===== config.mk =====
export PLATFORM = sky130hd
export DESIGN_NAME = if_id_pipe_reg
export DESIGN_NICKNAME = d
export VERILOG_FILES = /design/src/rtl/if_id_pipe_reg.sv
export SDC_FILE = /design/constraint.sdc
export NUM_CORES = 1
export LEC_CHECK = 0
export BUFFER_PORTS_ARGS = -buffer_cell sky130_fd_sc_hd__buf_2
export CORE_MARGIN = 5
export CORE_UTILIZATION = 45
export DETAILED_ROUTE_END_ITERATION = 8
export HOLD_SLACK_MARGIN = 0.05
export PLACE_DENSITY_LB_ADDON = 0.2
export SLEW_MARGIN = 40
export SYNTH_ARGS = -nofsm -noshare
export SYNTH_HDL_FRONTEND = slang
export SYNTH_SLANG_ARGS = --single-unit

===== constraint.sdc =====
create_clock -name clk -period 3.4 [get_ports clk]
set_clock_uncertainty 0.15 [all_clocks]
set_input_delay 0.68 -clock clk [delete_from_list [all_inputs] [get_ports clk]]
set_output_delay 0.68 -clock clk [all_outputs]
set_load 0.1 [all_outputs]

===== src/rtl/if_id_pipe_reg.sv =====
// IF->ID pipeline register: 2-entry skid buffer with valid/ready handshake and flush.
// Optional saturating stall counter enabled by defining IFID_STALL_CNT_EN.
module if_id_pipe_reg #(
   parameter int PC_W   = 32,
   parameter int INST_W = 32,
   parameter int CNT_W  = 16
) (
   input  logic              clk,
   input  logic              rst_n,
   input  logic              in_valid,
   output logic              in_ready,
   input  logic [PC_W-1:0]   in_pc,
   input  logic [INST_W-1:0] in_inst,
   output logic              out_valid,
   input  logic              out_ready,
   output logic [PC_W-1:0]   out_pc,
   output logic [INST_W-1:0] out_inst,
   input  logic              flush,
   output logic [1:0]        occupancy
`ifdef IFID_STALL_CNT_EN
   ,
   output logic [CNT_W-1:0]  stall_cnt
`endif
);

   typedef enum logic [1:0] {
      EMPTY = 2'd0,
      ONE   = 2'd1,
      FULL  = 2'd2
   } state_t;

   state_t              state_reg;
   logic                out_valid_reg;
   logic                in_ready_reg;
   logic [PC_W-1:0]     head_pc_reg;
   logic [INST_W-1:0]   head_inst_reg;
   logic [PC_W-1:0]     skid_pc_reg;
   logic [INST_W-1:0]   skid_inst_reg;

   logic accept;
   logic pop;

   assign accept = in_valid & in_ready_reg;
   assign pop    = out_valid_reg & out_ready;

   // Occupancy and in_ready are both registered, so upstream sees no path from out_ready.
   always_ff @(posedge clk) begin
      if (!rst_n) begin
         state_reg     <= EMPTY;
         out_valid_reg <= 1'b0;
         in_ready_reg  <= 1'b1;
         head_pc_reg   <= '0;
         head_inst_reg <= '0;
         skid_pc_reg   <= '0;
         skid_inst_reg <= '0;
      end else if (flush) begin
         state_reg     <= EMPTY;
         out_valid_reg <= 1'b0;
         in_ready_reg  <= 1'b1;
      end else begin
         case (state_reg)
            EMPTY: begin
               if (accept) begin
                  head_pc_reg   <= in_pc;
                  head_inst_reg <= in_inst;
                  out_valid_reg <= 1'b1;
                  state_reg     <= ONE;
               end
            end
            ONE: begin
               if (accept && pop) begin
                  head_pc_reg   <= in_pc;
                  head_inst_reg <= in_inst;
               end else if (accept) begin
                  skid_pc_reg   <= in_pc;
                  skid_inst_reg <= in_inst;
                  state_reg     <= FULL;
                  in_ready_reg  <= 1'b0;
               end else if (pop) begin
                  out_valid_reg <= 1'b0;
                  state_reg     <= EMPTY;
               end
            end
            FULL: begin
               if (pop) begin
                  head_pc_reg   <= skid_pc_reg;
                  head_inst_reg <= skid_inst_reg;
                  state_reg     <= ONE;
                  in_ready_reg  <= 1'b1;
               end
            end
            default: begin
               state_reg     <= EMPTY;
               out_valid_reg <= 1'b0;
               in_ready_reg  <= 1'b1;
            end
         endcase
      end
   end

   assign in_ready  = in_ready_reg;
   assign out_valid = out_valid_reg;
   assign out_pc    = head_pc_reg;
   assign out_inst  = head_inst_reg;
   assign occupancy = state_reg;

`ifdef IFID_STALL_CNT_EN
   logic [CNT_W-1:0] stall_cnt_reg;

   // Saturating; flush deliberately leaves it alone.
   always_ff @(posedge clk) begin
      if (!rst_n) begin
         stall_cnt_reg <= '0;
      end else if (out_valid_reg && !out_ready && (stall_cnt_reg != {CNT_W{1'b1}})) begin
         stall_cnt_reg <= stall_cnt_reg + 1'b1;
      end
   end

   assign stall_cnt = stall_cnt_reg;
`else
   logic [CNT_W-1:0] unused_cnt_w;
   assign unused_cnt_w = '0;
`endif

endmodule


Word-level counts from Yosys, hierarchy flattened
Index checks and enable logic that the tools add are counted.

word-level totals
  output and inout bits = 68
  flip-flop bits (word level) = 132
  memories kept = 0
  ROM bits = 0
  RAM bits = 0
  latch bits = 0
  bits of input ports = 69
  logic and storage cells = 56

operators by class
  div/mod/pow operators = 0
  add/sub/neg operators = 0
  equality and inequality tests = 10
  shift-type cells = 0
  reduce and logical (&&, ||, !) cells = 9
  bitwise gates (word level) = 7
  order comparisons = 0
  muxes and demuxes = 23
  $mul = 0

operators with widths
  kind                                                  count
  two-way mux 32 bit                                    6
  one-hot mux 32 bit (3 select lines)                   2
  != test 2 bit (second input constant)                 7
  AND reduction 4 bit                                   3
  two-way mux 2 bit                                     5
  AND reduction 5 bit                                   2
  two-way mux 1 bit                                     7
  one-hot mux 1 bit (3 select lines)                    2
  one-hot mux 2 bit (3 select lines)                    1
  inverter 1 bit                                        5
  != test 3 bit (second input constant)                 1
  nonzero test 3 bit                                    1
  AND 1 bit                                             2
  equality test 2 x 1 -> 1 bit (second input constant)  1
  equality test 2 bit (second input constant)           1
  logical NOT 2 bit                                     1
  OR reduction 2 bit                                    1
  logical AND 1 bit                                     1

Logic depth before layout (Yosys ltp)
Gate-level depths: netlist of the first run.

  word-level depth = 5
  gate-level depth with buffers = 7
  mapped depth without buffers = 4

Worst setup path before layout of the first run
Ideal clock, no wire load.

  path type = register -> register
  from = reg out_valid_reg (netlist: out_valid)
  to = reg head_inst_reg[0] (netlist: out_inst[0])
  stages on the path, launching flop included = 7
  period minus slack after synthesis = 2341 ps
  setup slack = 1059 ps
  arrival time = 2073 ps
  setup time = 117 ps
  cell sequence = dfxtp_1 > nand2_1 > o22ai_2 > buf_4 > buf_2 > nand3_1 > o211a_1

between the ends
  word-level cells in the longest chain between the ends = 4

RTL lines
  item                             line  source
  from (decl)                      33    logic out_valid_reg;
  from (signal assigned)           50    out_valid_reg <= 1'b0;
  from (signal assigned)           58    out_valid_reg <= 1'b0;
  from (signal assigned)           66    out_valid_reg <= 1'b1;
  AND 1 bit *                      44    assign pop = out_valid_reg & out_ready;
  logical AND 1 bit                71    if (accept && pop) begin
  != test 2 bit (no line)          -
  AND reduction 5 bit (no line) *  -
  to (signal assigned)             65    head_inst_reg <= in_inst;
  to (signal assigned)             73    head_inst_reg <= in_inst;
  to (signal assigned)             87    head_inst_reg <= skid_inst_reg;
  to (decl)                        36    logic [INST_W-1:0] head_inst_reg;

Every way passes the cells marked *; elsewhere a longest branch is shown, timed or not.
A chain may end at the register's enable or synchronous reset.

Worst setup path in the final report of the first run
  from = reg state_reg[0] (netlist: occupancy[0])
  to = reg head_inst_reg[6] (netlist: out_inst[6])

between the ends
  word-level cells in the longest chain between the ends = 3

RTL lines
  item                                                           line  source
  from (decl)                                                    32    state_t state_reg;
  from (signal assigned)                                         49    state_reg <= EMPTY;
  from (signal assigned)                                         57    state_reg <= EMPTY;
  from (signal assigned)                                         67    state_reg <= ONE;
  equality test 2 x 1 -> 1 bit, or another cell as far along     61    case (state_reg)
  != test 2 bit (no line) or nonzero test 3 bit (tied branches)  -
  AND reduction 5 bit (no line)                                  -

Parallel ways exist; a longest one is shown, timed or not.

==> results of run 1 <==
## cell families after synthesis
family	count (synthesis)	share of synthesized area [%]
simple gates	213	16.0
compound gates	139	20.7
flops	132	45.7
mux	64	11.1
buf+inv	57	6.49
## worst paths after layout
kind	from	endpoint	slack, ns	depth (start not counted)
max reg2reg	occupancy[0]	out_inst[6]	0.93	5
max	occupancy[0]	out_inst[6]	0.93	5
min reg2reg	skid_pc_reg[30]	skid_pc_reg[30]	0.30	2
min	skid_pc_reg[30]	skid_pc_reg[30]	0.30	2
## per-stage QoR
stage	worst slack, ns	util [%]	power [mW]	hold WS (ns)	area [sq um]
floorplan	1.06	-	2.38	0.284	5780
global placement	0.861	51.1	2.53	0.290	6440
detailed placement	0.786	51.1	2.54	0.294	6440
CTS	0.892	55.5	4.25	0.301	7000
global route	0.751	55.5	4.36	0.319	7000
finish	0.931	55.5	4.20	0.302	7000
## critical path: stages (launching register included)
cell	delay (ns)
dfxtp_1	0.61
nand2b_4	0.66
buf_4	0.39
mux2i_1	0.22
nand3_1	0.12
o211a_1	0.18
## final cells by class
cell class / instances / share of cell area (%)
multi-input combinational: 416 / 40.0
clock inverter: 3 / 0.214
clock buffer: 29 / 7.72
sequential: 132 / 37.7
timing repair buffer: 145 / 11.3
tap: 172 / 3.07
## layout by cell type, fill, tap and decap left out
cell type / instances
buf_4: 7
and4_2: 1
o21bai_1: 1
nand2_1: 133
dfxtp_1: 132
a21boi_0: 5
clkbuf_8: 7
nand2b_4: 1
a21boi_1: 60
clkbuf_16: 17
nand2b_1: 1
clkinv_2: 3
nand4_4: 1
nand3_1: 66
a21oi_1: 4
nor2b_1: 3
clkbuf_1: 5
buf_2: 135
nand3b_1: 2
a21boi_2: 1
o21ai_0: 1
a21oi_4: 1
buf_12: 3
nor2_1: 2
o211a_1: 64
mux2i_1: 64
o22ai_4: 1
and2_2: 1
and3_1: 1
o21a_1: 1
nand4_1: 1
## where the power goes
part	leakage [nW]	switching (mW)	total (mW)	internal, mW
registers	1.08	0.0435	1.67	1.62
clock network	0.277	0.629	1.69	1.06
logic	2.50	0.661	0.840	0.179
total	3.86	1.33	4.20	2.87
## per-layer routing
metal / vias up / routed length, microns / share of wire, %
met1: 2284 / 6540 / 45
met2: 164 / 6470 / 45
met4: 2 / 329 / 2.3
met3: 27 / 1090 / 7.6
li1: 2344 / - / -
met5: - / 11 / 0.076
==> results.cfg, run 1 <==
[drt]
drtPass1Iterations = 5
drt_iter0_markers = 368
vias = 4821
via_per_inst = 5.37
wl_per_cell_microns = 16.1
postRouteAntennaNets = 0
drcViolationCount = 0
wl_microns = 14500

[pwr]
ir_worst_vdd_uv = 260
powerDensity_mw_per_mm2 = 600
leakage_nw = 3.86

[floorplanning]
fp-row-count = 41
die_w_microns = 123
die_y_microns = 123
initial_core_util_pct = 45.8
num_io_pins = 137
core_sq_mm = 0.0126
die-area_sq_mm = 0.0152

[place]
dpl.hpwl_microns = 9250
dp.cells = 865
port_buffers = 136
gp_congestion = 0.890

[clock_network]
cts-root-buf = clkbuf_16
holdBufCountCts = 0
clock-sinks = 132
h-tree-depth = 4
cts_tree = built
clockBufferDepth = 2
post_cts_resized = 0
post_cts_buffers = 0
clk_pin_slew_ns = 0.05
clock_latency_ns = 0.41
cts_buffers = 17

[synthesis]
synth-edff-count = 0
ys_seq_area_share_pct = 45.7
yosys-top-cells-area = dfxtp_1 (46%), mux2i_1 (11%), o211a_1 (11%)
yosys.area.top_type = dfxtp_1
synthCells = 605
synth_area_sq_mm = 0.00578
netlist.area_leader.share_pct = 45.7
synth_cell_types = 26
yosys_warnings = 0
synth_fp_nets = 674
synthTopCellsByCount = nand2_1 (133), dfxtp_1 (132), nand3_1 (66)
synth-main-ff-cell = dfxtp_1
yosysMostFrequentCell = nand2_1
ys_seq_elements = 132
async_flop_share_pct = 0
postSynthAreaPerCell_sq_um = 9.55

[layout]
fillers = 1176
fin_cells = 897
final_layout_size_suffix_gt1_share_pct = 24.7
seq_area_sq_mm = 0.00264
nets = 781
multi_input_area_sq_mm = 0.00280
num_antenna_cells = 0
syn_to_final_growth_pct = 21.1

[timing]
rsz0062_at_grt = no
fin_crit_ns = 2.47
tightestPinTransition_ns = 0.734
setup-violations-final = 0
setup_tns_ns = 0
fin_crit_sh_pct = 72.6
fmax_mhz = 405
maxSlewViolCount = 0
hold_viol = 0
relSlewSlack_pct = 51.1

[worst_setup_path]
cp.arrival_ns = 2.63
start_kind = register
critPathMaxFanout = 38
timing.setup.critical_path_class = reg -> reg
crit_path_end_kind = register
required_ns = 3.56

[grt]
grt_remaining_overflow = 0
antenna_found_initial = 1
use_met3_pct = 6.72
grt_max_degree = 77
grt_busiest_layer = met2
grt_pass1_wl_microns = 23000
use_met2_pct = 29.7
grt_pass1_vias = 4655
grt_use_met1_pct = 24.6
grt_usage_pct = 19.3

[run]
drv_cap = 0

[min_path]
hp-class = reg -> reg

[run_status]
status = complete, no violations
(Power assumes the default switching activity.)
==> run 2: changes to the inputs <==
- ABC_AREA: not set -> 1
- clock period: 3.4 -> 2.34 ns (I/O delays scaled with it)
==> results.cfg, run 2 <==
[timing]
fin_crit_sh_pct = 88.3
hold_ws_ns = 0.171
setup-violations-final = 0
hold_viol = 0
maxSlewViolCount = 0
setup_ws_ns = 0.274
setup_tns_ns = 0
relSlewSlack_pct = 66.5
fin_crit_ns = 2.07
fmax_mhz = 484
rsz0062_at_grt = no
tightestPinTransition_ns = 0.506

[layout]
syn_to_final_growth_pct = 23.3
fin_cells = 1245
final_common_cell = nand2_1
fillers = 1335
nets = 1126
final_layout_size_suffix_gt1_share_pct = 18.6
num_antenna_cells = 0
fin_area_sq_mm = 0.00758
layout_common_cells = nand2_1 (330), buf_2 (136), nor2_1 (134), nand3_1 (132), dfxtp_1 (132)

[grt]
grt_pass1_vias = 5485
use_met2_pct = 33.1
use_met3_pct = 5.09
grt_use_met1_pct = 27.4
grt_usage_pct = 20.7
grt_max_degree = 65
grt_busiest_layer = met2
grt_remaining_overflow = 0
grt_pass1_wl_microns = 27000
antenna_found_initial = 0

[place]
gp_congestion = 0.780
dpl.hpwl_microns = 10300
dp.cells = 1214
port_buffers = 136
place_worst_setup_slack_ns = 0.380
placed_cell_area_sq_mm = 0.00690

[worst_setup_path]
required_ns = 1.72
timing.setup.critical_path_class = reg -> out
crit_path_max_incr_delay_ns = 0.51
start_kind = register
startpoint = occupancy[0]
crit_chain = buf_2
cp_num_cells = 1
worst-path-buf-inv = 1
critPathSlowestCell = dfxtp_1
critPathMaxFanout = 8
cp.arrival_ns = 1.45
crit_path_end_kind = output pin
rrSetupSlack_ns = 0.50
reg2reg_from = out_valid
r2r_cells = 8
crit_family = flip-flops
critPathCapture = occupancy[0]
r2r_end = out_pc[31]

[synthesis]
synth-edff-count = 0
synth-main-ff-cell = dfxtp_1
yosysMostFrequentCell = nand2_1
ys_seq_area_share_pct = 43.0
synthAdderAreaFrac_pct = 0
ys_seq_elements = 132
synth_cell_types = 17
async_flop_share_pct = 0
synthCells = 948
synth_area_sq_mm = 0.00615
synth_simple_gate_area_share_pct = 40.1
yosys-top-cells-area = dfxtp_1 (43%), nand2_1 (20%), nand3_1 (11%)
synth_top_family_by_area = simple AND/OR/NAND/NOR gates
synth_compound_area_share_pct = 6.02
yosys_warnings = 0
synth_fp_nets = 1017
postSynthAreaPerCell_sq_um = 6.48
synthMuxAreaShare_pct = 0
synthXorXnorAreaFrac_pct = 0
synthTopCellsByCount = nand2_1 (330), nor2_1 (135), dfxtp_1 (132), nand3_1 (132), inv_1 (70)
yosys.area.top_type = dfxtp_1
netlist.area_leader.share_pct = 43.0

[pwr]
ir_worst_vdd_uv = 432
powerDensity_mw_per_mm2 = 918
leakage_nw = 3.77

[clock_network]
post_cts_buffers = 0
post_cts_resized = 0
clock-sinks = 132
holdBufCountCts = 0
h-tree-depth = 4
clk_pin_slew_ns = 0.06
cts_buffers = 17
clock_latency_ns = 0.42
cts_tree = built
cts-root-buf = clkbuf_16
clockBufferDepth = 2

[run]
drv_cap = 0

[drt]
wl_per_cell_microns = 13.2
drcViolationCount = 0
via_per_inst = 4.84
drt_iter0_markers = 496
vias = 6026
drtPass1Iterations = 5
postRouteAntennaNets = 0
wl_microns = 16500

[floorplanning]
core_sq_mm = 0.0133
num_io_pins = 137
die_y_microns = 127
die_w_microns = 127
fp-row-count = 42
die-area_sq_mm = 0.0161
initial_core_util_pct = 46.2

[min_path]
hp-start = in_inst[28]
hp-class = in -> reg

[run_status]
status = complete, no violations
==> run 2: cell types whose count changed after synthesis, sizes merged, moves of 4 or more <==
cell and change:
clkbuf -4, nor2 +137, inv +72, a21oi +64, buf +13, o21ai +4, nand3 +67, o211a -64
a21boi -66, nand2 +199, mux2i -64
==> run 2: area by class of cell <==
| class | instances | area (sq um) | share of cell area, % |
|---|---|---|---|
| multi-input combinational | 678 | 2860 | 37.7 |
| sequential | 132 | 2640 | 34.9 |
| timing repair buffer | 156 | 906 | 12.0 |
| clock buffer | 21 | 480 | 6.34 |
| inverter | 72 | 270 | 3.57 |
| tap | 176 | 220 | 2.91 |
| clock inverter | 10 | 200 | 2.64 |
==> run 2: worst min path at each step <==
| stage | cells past startpoint | to | slack [ns] |
|---|---|---|---|
| after floorplan | 2 | skid_inst_reg[12] | 0.29 |
| after global placement | 2 | skid_pc_reg[20] | 0.30 |
| after detailed placement | 2 | skid_inst_reg[12] | 0.30 |
| after CTS | 3 | skid_inst_reg[28] | 0.15 |
| after global routing | 3 | skid_pc_reg[16] | 0.18 |
| final | 3 | skid_inst_reg[28] | 0.17 |
==> run 2: report_power, final <==
part | total (mW) | switching (mW) | internal (mW)
clock network | 3.05 | 0.952 | 2.10
logic | 1.47 | 1.17 | 0.294
registers | 2.44 | 0.0671 | 2.37
total | 6.95 | 2.19 | 4.76
==> run 2: kinds of logic after synthesis <==
kind of cell / Yosys count
AO/OA/AOI/OAI: 74
buffers and inverters: 138
flip-flops: 132
AND/OR/NAND/NOR: 604
==> run 2: through the flow <==
step                total power, mW  util, %
floorplan                      3.66        -
global placement               3.95     51.9
detailed placement             3.96     51.9
CTS                            7.03     57.0
global route                   7.22     57.0
finish                         6.95     57.0
==> run 2: layer usage <==
layer  vias to the layer above  part of all wire, %
li1                       3158                    -
met1                      2677                   47
met2                       168                   46
met3                        23                  6.2
met4                         0                  1.4
met5                         -                    0
